[src/rtl/volt_calc.sv]
// Voltmeter arithmetic stage: ADC clock generation, zero-code self-calibration and
// signed millivolt conversion. Optional `RECAL_EN adds a recal input for runtime recalibration.
module volt_calc #(
    parameter int AD_DIV   = 2,
    parameter int CAL_LOG2 = 10,
    parameter int FS_MV    = 5000,
    parameter int FRAC     = 13
) (
    input  logic        sys_clk,
    input  logic        sys_rst_n,
    input  logic [7:0]  ad_data,
`ifdef RECAL_EN
    input  logic        recal,
`endif
    output logic        ad_clk,
    output logic [12:0] volt_mv,
    output logic        volt_sign,
    output logic        volt_valid,
    output logic [7:0]  median,
    output logic        cal_done,
    output logic [1:0]  dbg_state
);

    typedef enum logic [1:0] {
        CAL_ACC = 2'd0,
        DIV_P   = 2'd1,
        DIV_N   = 2'd2,
        RUN     = 2'd3
    } state_t;

    localparam int DC_W              = (AD_DIV > 1) ? $clog2(AD_DIV) : 1;
    localparam int ACC_W             = CAL_LOG2 + 8;
    localparam logic [25:0] DIVIDEND = 26'(FS_MV << FRAC);

    state_t              state_q;
    logic [DC_W-1:0]     div_cnt_q;
    logic                ad_clk_q;
    logic                samp_stb_q;
    logic [7:0]          samp_q;
    logic [ACC_W-1:0]    acc_q;
    logic [CAL_LOG2-1:0] cnt_q;
    logic [7:0]          median_q;
    logic [25:0]         quo_q;
    logic [7:0]          rem_q;
    logic [4:0]          bit_q;
    logic [25:0]         scale_p_q;
    logic [25:0]         scale_n_q;
    logic [7:0]          diff_q;
    logic                sign_q;
    logic [25:0]         factor_q;
    logic                stb1_q;
    logic [12:0]         volt_mv_q;
    logic                volt_sign_q;
    logic                volt_valid_q;
    logic                cal_done_q;

    logic                div_wrap;
    logic [ACC_W-1:0]    acc_sum;
    logic [7:0]          avg;
    logic [7:0]          med_clamped;
    logic [7:0]          divisor;
    logic [8:0]          rem_sh;
    logic                rem_ge;
    logic [7:0]          rem_d;
    logic [25:0]         quo_d;
    logic [7:0]          diff_d;
    logic                sign_d;
    logic [25:0]         factor_d;
    logic [33:0]         product;
    logic                recal_hit;

`ifdef RECAL_EN
    assign recal_hit = recal && (state_q == RUN);
`else
    assign recal_hit = 1'b0;
`endif

    assign div_wrap = (div_cnt_q == DC_W'(AD_DIV - 1));

    // Calibration average, clamped so neither scale divisor can reach zero.
    always_comb begin
        acc_sum     = acc_q + ACC_W'(samp_q);
        avg         = 8'(acc_sum >> CAL_LOG2);
        med_clamped = avg;
        if (avg == 8'd0) begin
            med_clamped = 8'd1;
        end else if (avg == 8'd255) begin
            med_clamped = 8'd254;
        end
    end

    // One restoring-division step; quo_q shifts the dividend out and the quotient in.
    always_comb begin
        divisor = (state_q == DIV_P) ? (8'd255 - median_q) : median_q;
        rem_sh  = {rem_q, quo_q[25]};
        rem_ge  = (rem_sh >= {1'b0, divisor});
        rem_d   = rem_ge ? 8'(rem_sh - {1'b0, divisor}) : rem_sh[7:0];
        quo_d   = {quo_q[24:0], rem_ge};
    end

    always_comb begin
        diff_d   = 8'd0;
        sign_d   = 1'b0;
        factor_d = 26'd0;
        if (samp_q > median_q) begin
            diff_d   = samp_q - median_q;
            factor_d = scale_p_q;
        end else if (samp_q < median_q) begin
            diff_d   = median_q - samp_q;
            sign_d   = 1'b1;
            factor_d = scale_n_q;
        end
    end

    assign product = 34'(diff_q) * 34'(factor_q);

    always_ff @(posedge sys_clk) begin
        if (!sys_rst_n) begin
            state_q      <= CAL_ACC;
            div_cnt_q    <= '0;
            ad_clk_q     <= 1'b0;
            samp_stb_q   <= 1'b0;
            samp_q       <= 8'd0;
            acc_q        <= '0;
            cnt_q        <= '0;
            median_q     <= 8'd0;
            quo_q        <= 26'd0;
            rem_q        <= 8'd0;
            bit_q        <= 5'd0;
            scale_p_q    <= 26'd0;
            scale_n_q    <= 26'd0;
            diff_q       <= 8'd0;
            sign_q       <= 1'b0;
            factor_q     <= 26'd0;
            stb1_q       <= 1'b0;
            volt_mv_q    <= 13'd0;
            volt_sign_q  <= 1'b0;
            volt_valid_q <= 1'b0;
            cal_done_q   <= 1'b0;
        end else begin
            if (div_wrap) begin
                div_cnt_q <= '0;
                ad_clk_q  <= ~ad_clk_q;
            end else begin
                div_cnt_q <= div_cnt_q + DC_W'(1);
            end
            // The sample strobe coincides with the first cycle ad_clk reads high.
            samp_stb_q <= div_wrap && !ad_clk_q;
            if (div_wrap && !ad_clk_q) begin
                samp_q <= ad_data;
            end
            stb1_q       <= 1'b0;
            volt_valid_q <= 1'b0;

            case (state_q)
                CAL_ACC: begin
                    if (samp_stb_q) begin
                        acc_q <= acc_sum;
                        cnt_q <= cnt_q + CAL_LOG2'(1);
                        if (&cnt_q) begin
                            median_q <= med_clamped;
                            quo_q    <= DIVIDEND;
                            rem_q    <= 8'd0;
                            bit_q    <= 5'd0;
                            state_q  <= DIV_P;
                        end
                    end
                end
                DIV_P: begin
                    quo_q <= quo_d;
                    rem_q <= rem_d;
                    bit_q <= bit_q + 5'd1;
                    if (bit_q == 5'd25) begin
                        scale_p_q <= quo_d;
                        quo_q     <= DIVIDEND;
                        rem_q     <= 8'd0;
                        bit_q     <= 5'd0;
                        state_q   <= DIV_N;
                    end
                end
                DIV_N: begin
                    quo_q <= quo_d;
                    rem_q <= rem_d;
                    bit_q <= bit_q + 5'd1;
                    if (bit_q == 5'd25) begin
                        scale_n_q  <= quo_d;
                        bit_q      <= 5'd0;
                        cal_done_q <= 1'b1;
                        state_q    <= RUN;
                    end
                end
                RUN: begin
                    if (recal_hit) begin
                        acc_q      <= '0;
                        cnt_q      <= '0;
                        cal_done_q <= 1'b0;
                        state_q    <= CAL_ACC;
                    end else begin
                        if (samp_stb_q) begin
                            diff_q   <= diff_d;
                            sign_q   <= sign_d;
                            factor_q <= factor_d;
                            stb1_q   <= 1'b1;
                        end
                        if (stb1_q) begin
                            volt_mv_q    <= 13'(product >> FRAC);
                            volt_sign_q  <= sign_q;
                            volt_valid_q <= 1'b1;
                        end
                    end
                end
                default: state_q <= CAL_ACC;
            endcase
        end
    end

    assign ad_clk     = ad_clk_q;
    assign volt_mv    = volt_mv_q;
    assign volt_sign  = volt_sign_q;
    assign volt_valid = volt_valid_q;
    assign median     = median_q;
    assign cal_done   = cal_done_q;
    assign dbg_state  = state_q;

endmodule

[config.mk]
export PLATFORM = sky130hd
export DESIGN_NAME = volt_calc
export DESIGN_NICKNAME = d
export VERILOG_FILES = /design/src/rtl/volt_calc.sv
export SDC_FILE = /design/constraint.sdc
export NUM_CORES = 1
export LEC_CHECK = 0
export BUFFER_PORTS_ARGS = -buffer_cell sky130_fd_sc_hd__clkbuf_2
export CAP_MARGIN = 25
export CORE_ASPECT_RATIO = 1.75
export CORE_MARGIN = 3
export CORE_UTILIZATION = 45
export CTS_CLUSTER_SIZE = 25
export DETAILED_ROUTE_END_ITERATION = 6
export GPL_ROUTABILITY_DRIVEN = 0
export GPL_TIMING_DRIVEN = 0
export PLACE_DENSITY_LB_ADDON = 0.2
export SYNTH_ARGS = -nofsm -noshare
export SYNTH_HDL_FRONTEND = slang
export SYNTH_SLANG_ARGS = --single-unit
[constraint.sdc]
create_clock -name sys_clk -period 6.2 [get_ports sys_clk]
set_clock_uncertainty 0.2 [all_clocks]
set_input_delay 0 -clock sys_clk [delete_from_list [all_inputs] [get_ports sys_clk]]
set_output_delay 0 -clock sys_clk [all_outputs]
set_load 0.02 [all_outputs]
==> impl_metrics.prom <==
# TYPE chip_impl_metric gauge
chip_impl_info{name="status",value="finished clean"} 1
chip_impl_metric{name="timing.final.crit_share",unit="%"} 95.22
chip_impl_metric{name="instances_no_fill",unit=""} 2079
chip_impl_metric{name="per_cell_routed_wire_length",unit="um"} 17.97
chip_impl_metric{name="critPathBufInv",unit=""} 4
chip_impl_metric{name="gr-total-overflow",unit=""} 0
chip_impl_metric{name="final_hold_viol_count",unit=""} 0
chip_impl_metric{name="slew_viol_final",unit=""} 0
chip_impl_metric{name="worst-path-max-fanout",unit=""} 10
chip_impl_metric{name="antenna_found_initial",unit=""} 0
chip_impl_metric{name="layout_min_cycle_time",unit="ns"} 5.904
chip_impl_metric{name="detail_route.iter0.violations",unit=""} 468
chip_impl_metric{name="final_antenna_net_count",unit=""} 0
chip_impl_metric{name="routed_via_density",unit=""} 5.357
chip_impl_info{name="synth_top_area_cell",value="sky130_fd_sc_hd__dfxtp_1"} 1
chip_impl_metric{name="synth_area_per_cell",unit="sq um"} 8.651
chip_impl_metric{name="cts-htree-levels",unit=""} 4
chip_impl_metric{name="synth_edf_count",unit=""} 0
chip_impl_metric{name="start_util",unit="%"} 46.08
chip_impl_info{name="worstSetupStartpointType",value="flip-flop"} 1
chip_impl_metric{name="slew-limit-headroom",unit="%"} 43.51
chip_impl_metric{name="synth.distinct_cells",unit=""} 56
chip_impl_metric{name="peakVddDrop",unit="V"} 0.0001981
chip_impl_metric{name="place_hpwl",unit="um"} 30870
chip_impl_metric{name="timing.max_cap.violations",unit=""} 0
chip_impl_info{name="min-delay-path-class",value="input port to flip-flop"} 1
chip_impl_info{name="synth.cells.most_frequent",value="sky130_fd_sc_hd__nand2_1 (235), sky130_fd_sc_hd__dfxtp_1 (192), sky130_fd_sc_hd__and2_1 (184), sky130_fd_sc_hd__inv_1 (163), sky130_fd_sc_hd__fa_1 (123)"} 1
chip_impl_metric{name="grt_pass1_vias",unit=""} 11920
chip_impl_info{name="critical-path-top-delay-family",value="adder cells"} 1
chip_impl_metric{name="io_pins",unit=""} 37
chip_impl_metric{name="route.final.wire_length",unit="um"} 37360
chip_impl_metric{name="numPlacedInstances",unit=""} 2040
chip_impl_metric{name="insertion_delay",unit="ns"} 0.45
chip_impl_info{name="synth_area_leaders",value="sky130_fd_sc_hd__dfxtp_1 (27%), sky130_fd_sc_hd__fa_1 (18%), sky130_fd_sc_hd__and2_1 (8.2%), sky130_fd_sc_hd__nand2_1 (6.3%), sky130_fd_sc_hd__ha_1 (6.3%)"} 1
chip_impl_metric{name="power_leakage",unit="nW"} 6.507
chip_impl_metric{name="drive_above_1_share",unit="%"} 4.610
chip_impl_metric{name="maxClockFrequency",unit="GHz"} 0.1694
chip_impl_metric{name="postLayoutCellArea",unit="sq um"} 15360
chip_impl_metric{name="die-area",unit="sq um"} 33340
chip_impl_info{name="worstSetupPathType",value="flip-flop to flip-flop"} 1
chip_impl_metric{name="clock_path_buffers",unit=""} 2
chip_impl_metric{name="largest_net_degree_at_the_start_of_global_routing",unit=""} 22
chip_impl_info{name="cts_root_buf",value="sky130_fd_sc_hd__clkbuf_16"} 1
chip_impl_metric{name="clock_edge_transition_at_the_registers_on_the_reported_setup_and_hold_paths",unit="ns"} 0.08
chip_impl_metric{name="post_synth_inst_count",unit=""} 1618
chip_impl_metric{name="max_stage_delay",unit="ns"} 0.54
chip_impl_metric{name="nets",unit=""} 1882
chip_impl_info{name="tritoncts_clock_tree",value="yes"} 1
chip_impl_metric{name="synth_warnings",unit=""} 0
chip_impl_metric{name="synth.ff_latch_count",unit=""} 192
chip_impl_metric{name="worst-slew-pin-transition",unit="ns"} 0.8473
chip_impl_info{name="critical_path.endpoint_type",value="flip-flop"} 1
chip_impl_metric{name="setup_violations",unit=""} 0
chip_impl_info{name="rsz0062_at_grt",value="no"} 1
chip_impl_metric{name="critical_path_arrival",unit="ns"} 6.10
chip_impl_metric{name="synth-seq-area-share",unit="%"} 27.46
chip_impl_metric{name="floorplan.core_area",unit="sq um"} 30370
chip_impl_metric{name="syn_area",unit="sq um"} 14000
chip_impl_metric{name="row_count",unit=""} 84
chip_impl_metric{name="antenna-diode-count",unit=""} 0
chip_impl_info{name="critPathMostFrequentCell",value="sky130_fd_sc_hd__fa_1"} 1
chip_impl_metric{name="portBuffers",unit=""} 35
chip_impl_metric{name="hold-worst-slack",unit="ns"} 0.1324
chip_impl_metric{name="grt_first_pass_wirelength",unit="um"} 60480
chip_impl_metric{name="detail_route.first_pass.iterations",unit=""} 7
chip_impl_metric{name="critPathRequiredTime",unit="ns"} 6.40
chip_impl_metric{name="netlist.area_leader.share",unit="%"} 27.46
chip_impl_metric{name="die_height",unit="um"} 239.3
chip_impl_info{name="dominantRegCellSynth",value="sky130_fd_sc_hd__dfxtp_1"} 1
chip_impl_metric{name="track_usage",unit="%"} 23.02
chip_impl_info{name="post-synth-top-count-cell",value="sky130_fd_sc_hd__nand2_1"} 1
chip_impl_metric{name="flow.area_growth_from_synthesis",unit="%"} 9.734
chip_impl_metric{name="power.density",unit="nW/um^2"} 196.4
chip_impl_info{name="cp_cell_sequence",value="clkbuf_1, nand2_1, fa_1, fa_1, inv_1, fa_1, inv_1, fa_1, inv_1, ha_1, nand3_1, or3_1, a21bo_1, a2111o_1, nand3_1, nand2_1, or4b_1, nand3_1"} 1
chip_impl_metric{name="cts_inserted_buffers",unit=""} 17
chip_impl_info{name="cp_slowest_cell",value="sky130_fd_sc_hd__fa_1"} 1
chip_impl_metric{name="route.vias.total",unit=""} 11140
chip_impl_metric{name="die_width",unit="um"} 139.3
chip_impl_metric{name="mappedNetlistNets",unit=""} 1821
chip_impl_metric{name="asyncSetResetFlopFracSynth",unit="%"} 0
chip_impl_metric{name="r2r_setup_slack",unit="ns"} 0.30
chip_impl_metric{name="clock_sinks",unit=""} 192
chip_impl_metric{name="place_area",unit="sq um"} 14660
chip_impl_metric{name="filler_cell_count",unit=""} 2957
chip_impl_metric{name="drc",unit=""} 0
-- state kept, by name, summed over array words and instances, names as in the netlist, 2 cells and up --
signal	cells
factor_q	26
quo_q	26
scale_n_q	26
scale_p_q	26
acc_q	18
volt_mv	13
cnt_q	10
diff_q	8
median	8
rem_q	8
samp_q	8
bit_q	5
dbg_state	2
-- stage by stage --
step	setup slack, ns	util [%]	power, mW	TNS [ns]
finish	0.2961	50.57	3.017	0
global route	0.008192	50.57	3.157	0
CTS	0.0003899	50.56	3.040	0
detailed placement	-0.1616	48.25	1.918	-0.2212
global placement	-0.1465	48.25	1.908	-0.2568
floorplan	0.8144	-	1.763	0
-- worst register-to-register path, cell delays in order, from the launching register on --
cell	delay, ns
sky130_fd_sc_hd__dfxtp_1	0.40
sky130_fd_sc_hd__clkbuf_1	0.41
sky130_fd_sc_hd__nand2_1	0.13
sky130_fd_sc_hd__fa_1	0.48
sky130_fd_sc_hd__fa_1	0.54
sky130_fd_sc_hd__inv_1	0.06
sky130_fd_sc_hd__fa_1	0.53
sky130_fd_sc_hd__inv_1	0.06
sky130_fd_sc_hd__fa_1	0.53
sky130_fd_sc_hd__inv_1	0.04
sky130_fd_sc_hd__ha_1	0.28
sky130_fd_sc_hd__nand3_1	0.10
sky130_fd_sc_hd__or3_1	0.50
sky130_fd_sc_hd__a21bo_1	0.30
sky130_fd_sc_hd__a2111o_1	0.48
sky130_fd_sc_hd__nand3_1	0.13
sky130_fd_sc_hd__nand2_1	0.09
sky130_fd_sc_hd__or4b_1	0.50
sky130_fd_sc_hd__nand3_1	0.09
-- worst paths after layout --
check	endpoint	from	depth (start not counted)
max	volt_mv[11]	diff_q[5]	18
min	samp_q[7]	ad_data[7]	4
max reg2reg	volt_mv[11]	diff_q[5]	18
min reg2reg	scale_n_q[9]	scale_n_q[9]	2
-- final cells by class --
| class | instances | area, sq um | share of cell area, % |
|---|---|---|---|
| plain buffers | 81 | 314.1 | 2.045 |
| flip-flops and latches | 192 | 3845 | 25.03 |
| clock inverters | 15 | 187.7 | 1.222 |
| clock buffers | 17 | 425.4 | 2.770 |
| multi-input cells | 1180 | 9226 | 60.07 |
| repair buffers | 44 | 265.3 | 1.727 |
| inverters | 163 | 611.8 | 3.983 |
| well taps | 387 | 484.2 | 3.152 |
-- metal layers --
metal  GRT usage (%)  part of all wire [%]  up-vias
met5               0                     0        -
met4           15.16                   6.8        0
met3           2.457                   2.4      131
met2           46.17                    57      233
met1           21.44                    34     5362
li1                -                     -     5412
-- cells by family (layout without fill, tap and decap cells) --
kind of cell,count (synthesis),in the layout,share of synthesized area [%]
and+or+nand+nor,634,634,22.98
adders and majority gates,193,193,23.85
xor gates and xnor gates,68,68,4.255
DFF,192,192,27.46
muxes,12,12,0.8671
AOI/OAI and AO/OA,273,273,13.96
buffers and inverters,246,320,6.624
-- where the power goes --
| part | switching, mW | internal, mW |
|---|---|---|
| clock network | 0.573 | 0.550 |
| logic | 0.362 | 0.242 |
| registers | 0.0318 | 1.26 |
-- layout by cell type, fill, tap and decap left out, drive strengths merged, types with 3 or more instances in the layout --
cell and count:
xor2 23, nand2 235, dfxtp 192, o211ai 3, a21o 9, clkinv 7
a22oi 21, mux2i 11, inv 170, ha 70, fa 123, clkbuf 123
nand2b 7, o211a 19, dlygate4sd3 9, buf 10, a221oi 27, and3 9
nand3 25, nor3b 27, and2 185, xnor2 45, or3 4, nand3b 4
a21boi 77, a311oi 3, nor4 3, o21ai 55, nor3 15, a211oi 7
o21a 5, a31oi 6, nor2b 33, nand4 17, nor2 65, a21oi 24
-- what timing repair did --
action,in CTS,in global routing
gates cloned,0,0
endpoints found under the setup margin,3,5
endpoints found under the hold margin,9,0
hold buffers,9,0
buffers inserted,0,0
resized for setup,0,11
Power figures use the tool's default switching activity.
